===== src/rtl/bitscan_64b.sv =====
// Bit-scan serialiser: turns a 64-bit set vector into a stream of set-bit indices,
// one index per accepted beat, in ascending or descending order.
module bitscan_64b #(
    parameter bit LSB_FIRST = 1'b1
) (
    input  logic        clk_i,
    input  logic        rst_n_i,
    input  logic [63:0] in_data_i,
    input  logic        in_valid_i,
    output logic        in_ready_o,
    output logic [5:0]  out_data_o,
    output logic        out_last_o,
    output logic        out_empty_o,
    output logic        out_valid_o,
    input  logic        out_ready_i
);

    localparam logic [0:0] ST_IDLE = 1'b0;
    localparam logic [0:0] ST_SCAN = 1'b1;

    logic [0:0]  r_state;
    logic [63:0] r_mask;
    logic [5:0]  r_data;
    logic        r_last;
    logic        r_empty;
    logic        r_valid;

    logic        w_accept;
    logic        w_xfer;
    logic [63:0] w_mask_clr;
    logic [5:0]  w_load_idx;
    logic        w_load_last;
    logic [5:0]  w_next_idx;
    logic        w_next_last;

    // Priority encoder; the last match written wins, so loop direction selects the order.
    function automatic logic [5:0] f_first(input logic [63:0] v);
        logic [5:0] idx;
        idx = '0;
        if (LSB_FIRST) begin
            for (int i = 63; i >= 0; i--) begin
                if (v[i]) idx = 6'(i);
            end
        end else begin
            for (int i = 0; i < 64; i++) begin
                if (v[i]) idx = 6'(i);
            end
        end
        return idx;
    endfunction

    // True when at most one bit is set: that beat is the final one for the vector.
    function automatic logic f_at_most_one(input logic [63:0] v);
        return ((v & (v - 64'd1)) == 64'd0);
    endfunction

    assign in_ready_o  = (r_state == ST_IDLE);
    assign w_accept    = in_valid_i & in_ready_o;
    assign w_xfer      = (r_state == ST_SCAN) & r_valid & out_ready_i;

    assign w_load_idx  = f_first(in_data_i);
    assign w_load_last = f_at_most_one(in_data_i);

    // Look-ahead from the mask with the current beat removed keeps one beat per clock.
    assign w_mask_clr  = r_mask & ~(64'd1 << r_data);
    assign w_next_idx  = f_first(w_mask_clr);
    assign w_next_last = f_at_most_one(w_mask_clr);

    always_ff @(posedge clk_i or negedge rst_n_i) begin
        if (!rst_n_i) begin
            r_state <= ST_IDLE;
            r_mask  <= '0;
            r_data  <= '0;
            r_last  <= 1'b0;
            r_empty <= 1'b0;
            r_valid <= 1'b0;
        end else if (w_accept) begin
            r_state <= ST_SCAN;
            r_mask  <= in_data_i;
            r_data  <= w_load_idx;
            r_last  <= w_load_last;
            r_empty <= (in_data_i == 64'd0);
            r_valid <= 1'b1;
        end else if (w_xfer) begin
            if (r_last) begin
                r_state <= ST_IDLE;
                r_mask  <= '0;
                r_last  <= 1'b0;
                r_empty <= 1'b0;
                r_valid <= 1'b0;
            end else begin
                r_mask  <= w_mask_clr;
                r_data  <= w_next_idx;
                r_last  <= w_next_last;
            end
        end
    end

    assign out_data_o  = r_data;
    assign out_last_o  = r_last;
    assign out_empty_o = r_empty;
    assign out_valid_o = r_valid;

endmodule


===== config.mk =====
export PLATFORM = sky130hd
export DESIGN_NAME = bitscan_64b
export DESIGN_NICKNAME = d
export VERILOG_FILES = /design/src/rtl/bitscan_64b.sv
export SDC_FILE = /design/constraint.sdc
export NUM_CORES = 1
export LEC_CHECK = 0
export ABC_CLOCK_PERIOD_IN_PS = 3700
export CAP_MARGIN = 10
export CORE_ASPECT_RATIO = 2
export CORE_UTILIZATION = 30
export DETAILED_ROUTE_END_ITERATION = 7
export PLACE_DENSITY = 0.55
export SETUP_SLACK_MARGIN = 0.05
export SYNTH_ARGS = -nofsm -noshare
export SYNTH_HDL_FRONTEND = slang
export SYNTH_SLANG_ARGS = --single-unit

===== constraint.sdc =====
create_clock -name clk_i -period 3.7 [get_ports clk_i]
set_clock_uncertainty 0.15 [all_clocks]
set_input_delay 0.74 -clock clk_i [delete_from_list [all_inputs] [get_ports clk_i]]
set_output_delay 0.74 -clock clk_i [all_outputs]
set_load 0.03 [all_outputs]

==> reports/results.md <==
| Parameter | This run | Unit |
|---|---|---|
| Power density cells | 548 | nW/um^2 |
| Maximum root-to-sink buffer count | 2 | - |
| Proportion of total power due to net switching | 0.466 | - |
| Total negative setup slack | 0 | ns |
| Delay of the slowest cell on the worst path | 0.63 | ns |
| Crit path max fanout | 3 | - |
| Stages on the worst setup path | 10 | - |
| Final weighted congestion of routability-driven global placement | 1.03 | - |
| Worst slack on hold paths | 0.327 | ns |
| Final Hold Fails | 0 | - |
| Fmax | 277 | MHz |
| Number of warnings printed during yosys synthesis | 0 | - |
| CTS Buf Count | 9 | - |
| Area used by sequential logic in the layout | 1830 | sq um |
| Number of cells on the worst reg-to-reg path | 12 | - |
| Number of core rows | 81 | - |
| Multi-input gate area in the final layout | 5520 | sq um |
| Critical Path RT | 3.84 | ns |
| Synthesized netlist net count | 1097 | - |
| Crit-path most repeated cell | sky130_fd_sc_hd__nor4_2 | - |
| Setup CP Type | input port to register | - |
| Count of cell types in the netlist | 78 | - |
| Part of the Yosys area used for sequential elements | 0.245 | - |
| Static Leak | 0.00434 | uW |
| Post-route total power | 6060 | uW |
| Tmin final | 3.61 | ns |
| Overall die area | 25500 | sq um |
| CTS H-tree lvls | 3 | - |
| Average wire per standard cell | 26.9 | um |
| Number of setup violations in the final report | 0 | - |
| Number of DRC violations after detailed routing | 0 | - |
| Vias in the first global route | 10400 | - |
| Class of the tightest hold or removal check | input port to async pin | - |
| Slew at the pin with the worst max-slew slack | 0.962 | ns |
| Clock Sinks | 73 | - |
| Final max-slew violation count | 0 | - |
| Effective utilization at floorplan | 0.305 | - |
| Final core area utilization | 0.453 | - |
| Diodes inserted | 0 | - |
| Die height | 225 | um |
| Largest net degree at the start of global routing | 77 | - |
| Combinational Power Share | 0.649 | - |
| Arrival time reported for the critical path endpoint | 3.75 | ns |
| CTS clk-pin slew, worst paths | 0.06 | ns |
| Sequence of cells on the critical path | clkdlybuf4s50_1, a222oi_1, o21ai_0, a211oi_1, o211ai_1, nor4_2, nand4_1, nor4_2, a41oi_2, o21ai_1 | - |
| Die span in x | 113 | um |
| Internal power | 3240 | uW |
| Final net count | 1391 | - |
| Wire length of the first global-routing pass | 64900 | um |
| Root buffer cell | sky130_fd_sc_hd__clkbuf_16 | - |
| Family with the most delay on the worst path | compound AO/OA/AOI/OAI gates | - |
| Layout overhead on the synthesized area | 48.6 | % |
| Clock network latency to the later pin of the worst-skew pair | 0.36 | ns |
| Cell Area, Synth | 7450 | sq um |
| Run status | completed | - |
| RSZ-0062 raised after global routing | true | - |
| Global-route usage over all layers | 0.353 | - |
| Number of nets with antenna violations after routing | 0 | - |
| WP buf/inv | 1 | - |
| Sequential cell fraction of total power | 0.186 | - |
| Layout cell share with drive strength beyond 1 | 0.282 | - |
| Total global routing overflow | 0 | - |
| Number of flops mapped to enable cells by yosys | 0 | - |
| DR vias/cell | 6.20 | - |
| Vias after detailed routing | 10300 | - |
| Clock Power Share | 0.165 | - |
| Crit end category | register | - |
| VDD IR max | 0.263 | mV |
| Primary FF master, synth | sky130_fd_sc_hd__dfrtp_1 | - |
| Number of inserted filler cells in the final layout | 2518 | - |
| NetSw | 2820 | uW |
| Clock tree from TritonCTS | done | - |
| HPWL after detailed placement | 35100 | um |
| Core box area | 24400 | sq um |
| #FFs+latches synth | 73 | - |
| Number of iterations in the first detailed-routing pass | 5 | - |
| Critical Path Slowest Stage Cell | sky130_fd_sc_hd__clkdlybuf4s50_1 | - |
| Share of synthesized registers carrying an async set or reset | 1.00 | - |
| Post-Synthesis Mean Instance Area | 7.24 | sq um |
| Total I/O pin count | 78 | - |
| Tightest slew margin relative to the limit | 0.342 | - |
| Violation count after the first detailed-routing iteration | 820 | - |
| Element type at the critical path start | input port | - |
| Gate count after technology mapping | 1029 | - |
| Max-cap violation count | 0 | - |
| Port Buffers | 77 | - |
| Drt total wl | 44700 | um |
| Antenna violations before repair | 0 | - |
| Final critical-path share of the clock period | 0.975 | - |
logic make-up after synthesis:
group,Yosys count,share of synthesized area
compound gates,494,0.422
mux,5,0.00706
flops,73,0.245
simple gates,357,0.270
fa+ha+maj,3,0.00403
buf+inv,97,0.0514
final cells by class:
class | instances | share of cell area
clock buffers | 10 | 0.0207
well taps | 332 | 0.0375
clock inverters | 6 | 0.00826
inverters | 29 | 0.00984
flip-flops and latches | 73 | 0.165
multi-input cells | 859 | 0.499
repair buffers | 351 | 0.260
registers in the layout (all words and copies together) (netlist names):
signal and cells:
r_mask 64, out_data_o 6, out_empty_o 1, out_last_o 1, out_valid_o 1
path summary, 6_finish.rpt:
path                                     from            end  slack [ns]
max in group asynchronous             rst_n_i      r_mask[0]        2.39
worst min register to register     r_mask[52]     r_mask[52]        0.37
worst max-delay path            in_data_i[26]     out_last_o        0.09
worst max register to register  out_data_o[3]  out_data_o[0]        0.14
worst min-delay path                  rst_n_i     r_mask[13]        0.33
min in group clk_i                 r_mask[52]     r_mask[52]        0.37
synth_stat cells (6+ instances only):
cell type                   count  share of area
sky130_fd_sc_hd__nor4_1        30          0.025
sky130_fd_sc_hd__nand2b_1       8         0.0067
sky130_fd_sc_hd__o21ai_0      177           0.12
sky130_fd_sc_hd__a2111oi_0      8         0.0094
sky130_fd_sc_hd__clkbuf_1      52          0.026
sky130_fd_sc_hd__inv_1         28          0.014
sky130_fd_sc_hd__buf_1          6         0.0030
sky130_fd_sc_hd__a21oi_1       83          0.056
sky130_fd_sc_hd__nand3b_1       9         0.0091
sky130_fd_sc_hd__a21o_1         9         0.0091
sky130_fd_sc_hd__nor3_1        37          0.025
sky130_fd_sc_hd__o31ai_1       11          0.011
sky130_fd_sc_hd__a31oi_1       24          0.020
sky130_fd_sc_hd__or2_2         15          0.013
sky130_fd_sc_hd__or4_1         10          0.010
sky130_fd_sc_hd__buf_2          8         0.0054
sky130_fd_sc_hd__o32ai_1        8         0.0094
sky130_fd_sc_hd__or3b_2        16          0.019
sky130_fd_sc_hd__o22a_1         6         0.0071
sky130_fd_sc_hd__dfrtp_1       73           0.25
sky130_fd_sc_hd__nand2_1       44          0.022
sky130_fd_sc_hd__a22o_1         7         0.0082
sky130_fd_sc_hd__a221oi_1       6         0.0071
sky130_fd_sc_hd__or3_1         14          0.012
sky130_fd_sc_hd__nand3_1       22          0.015
sky130_fd_sc_hd__nand4_1       17          0.014
sky130_fd_sc_hd__o21a_1        18          0.018
sky130_fd_sc_hd__and3_1         8         0.0067
sky130_fd_sc_hd__a22oi_1       53          0.053
sky130_fd_sc_hd__nor2b_1        7         0.0059
sky130_fd_sc_hd__o211ai_1      13          0.013
sky130_fd_sc_hd__nor2_1        82          0.041
sky130_fd_sc_hd__o2111ai_1      9          0.011
sky130_fd_sc_hd__o22ai_1        9         0.0076
sky130_fd_sc_hd__a211oi_1       8         0.0081
sky130_fd_sc_hd__and2_1         9         0.0076
power by group through the flow:
stage	clock network (uW)	logic (uW)	registers (uW)
finish	1000	3930	1120
global route	1030	4140	1130
CTS	1000	3640	1130
detailed placement	0	3580	1140
global placement	0	3600	1140
floorplan	0	1740	1110
placed cells by master, fill, tap and decap left out, drive strengths merged, types with 5 or more instances in the layout:
| cell | synthesis | final |
|---|---|---|
| nand4 | 17 | 17 |
| o22a | 6 | 6 |
| o22ai | 9 | 9 |
| a21o | 9 | 9 |
| nor2 | 82 | 82 |
| o32a | 5 | 5 |
| clkdlybuf4s50 | 0 | 74 |
| and2 | 9 | 9 |
| or3 | 15 | 15 |
| o31ai | 11 | 11 |
| buf | 15 | 275 |
| a22o | 7 | 7 |
| a21oi | 83 | 83 |
| dfrtp | 73 | 73 |
| a211oi | 8 | 8 |
| nand4b | 5 | 5 |
| nor4 | 32 | 32 |
| or4 | 10 | 10 |
| o32ai | 8 | 8 |
| nand3 | 22 | 22 |
| nor3 | 38 | 38 |
| and3 | 8 | 8 |
| o21ai | 182 | 182 |
| a31oi | 24 | 24 |
| a2111oi | 8 | 8 |
| o2111ai | 9 | 9 |
| o21a | 18 | 18 |
| a21boi | 5 | 5 |
| or3b | 16 | 16 |
| nand2 | 45 | 45 |
| nor2b | 7 | 7 |
| a221oi | 6 | 6 |
| inv | 28 | 29 |
| or2 | 17 | 17 |
| nand3b | 9 | 9 |
| a22oi | 53 | 53 |
| clkbuf | 53 | 10 |
| o211ai | 13 | 13 |
| nand2b | 8 | 8 |
layer usage:
metal | share of wire | up-vias | global-route usage
met5 | 0 | - | 0
met2 | 0.51 | 466 | 0.636
met1 | 0.32 | 4971 | 0.320
met3 | 0.052 | 209 | 0.0647
li1 | - | 4652 | -
met4 | 0.12 | 0 | 0.357
timing repair:
item                       4_1_cts  5_1_grt
hold buffers                     0        0
hold endpoints to repair         0        0
gates resized for setup         21       44
pin swaps                        7       22
setup endpoints to repair        3        3
buffers inserted                 0        4
metrics by stage:
stage,setup WS (ns),cell area [sq um],std cells
floorplan,0.115,7450,1029
global placement,-0.489,10400,1640
detailed placement,-0.455,10400,1640
CTS,0.0221,10800,1656
global route,-0.0143,11100,1660
finish,0.0917,11100,1660
Note: power is estimated with default switching activity, not from simulation.
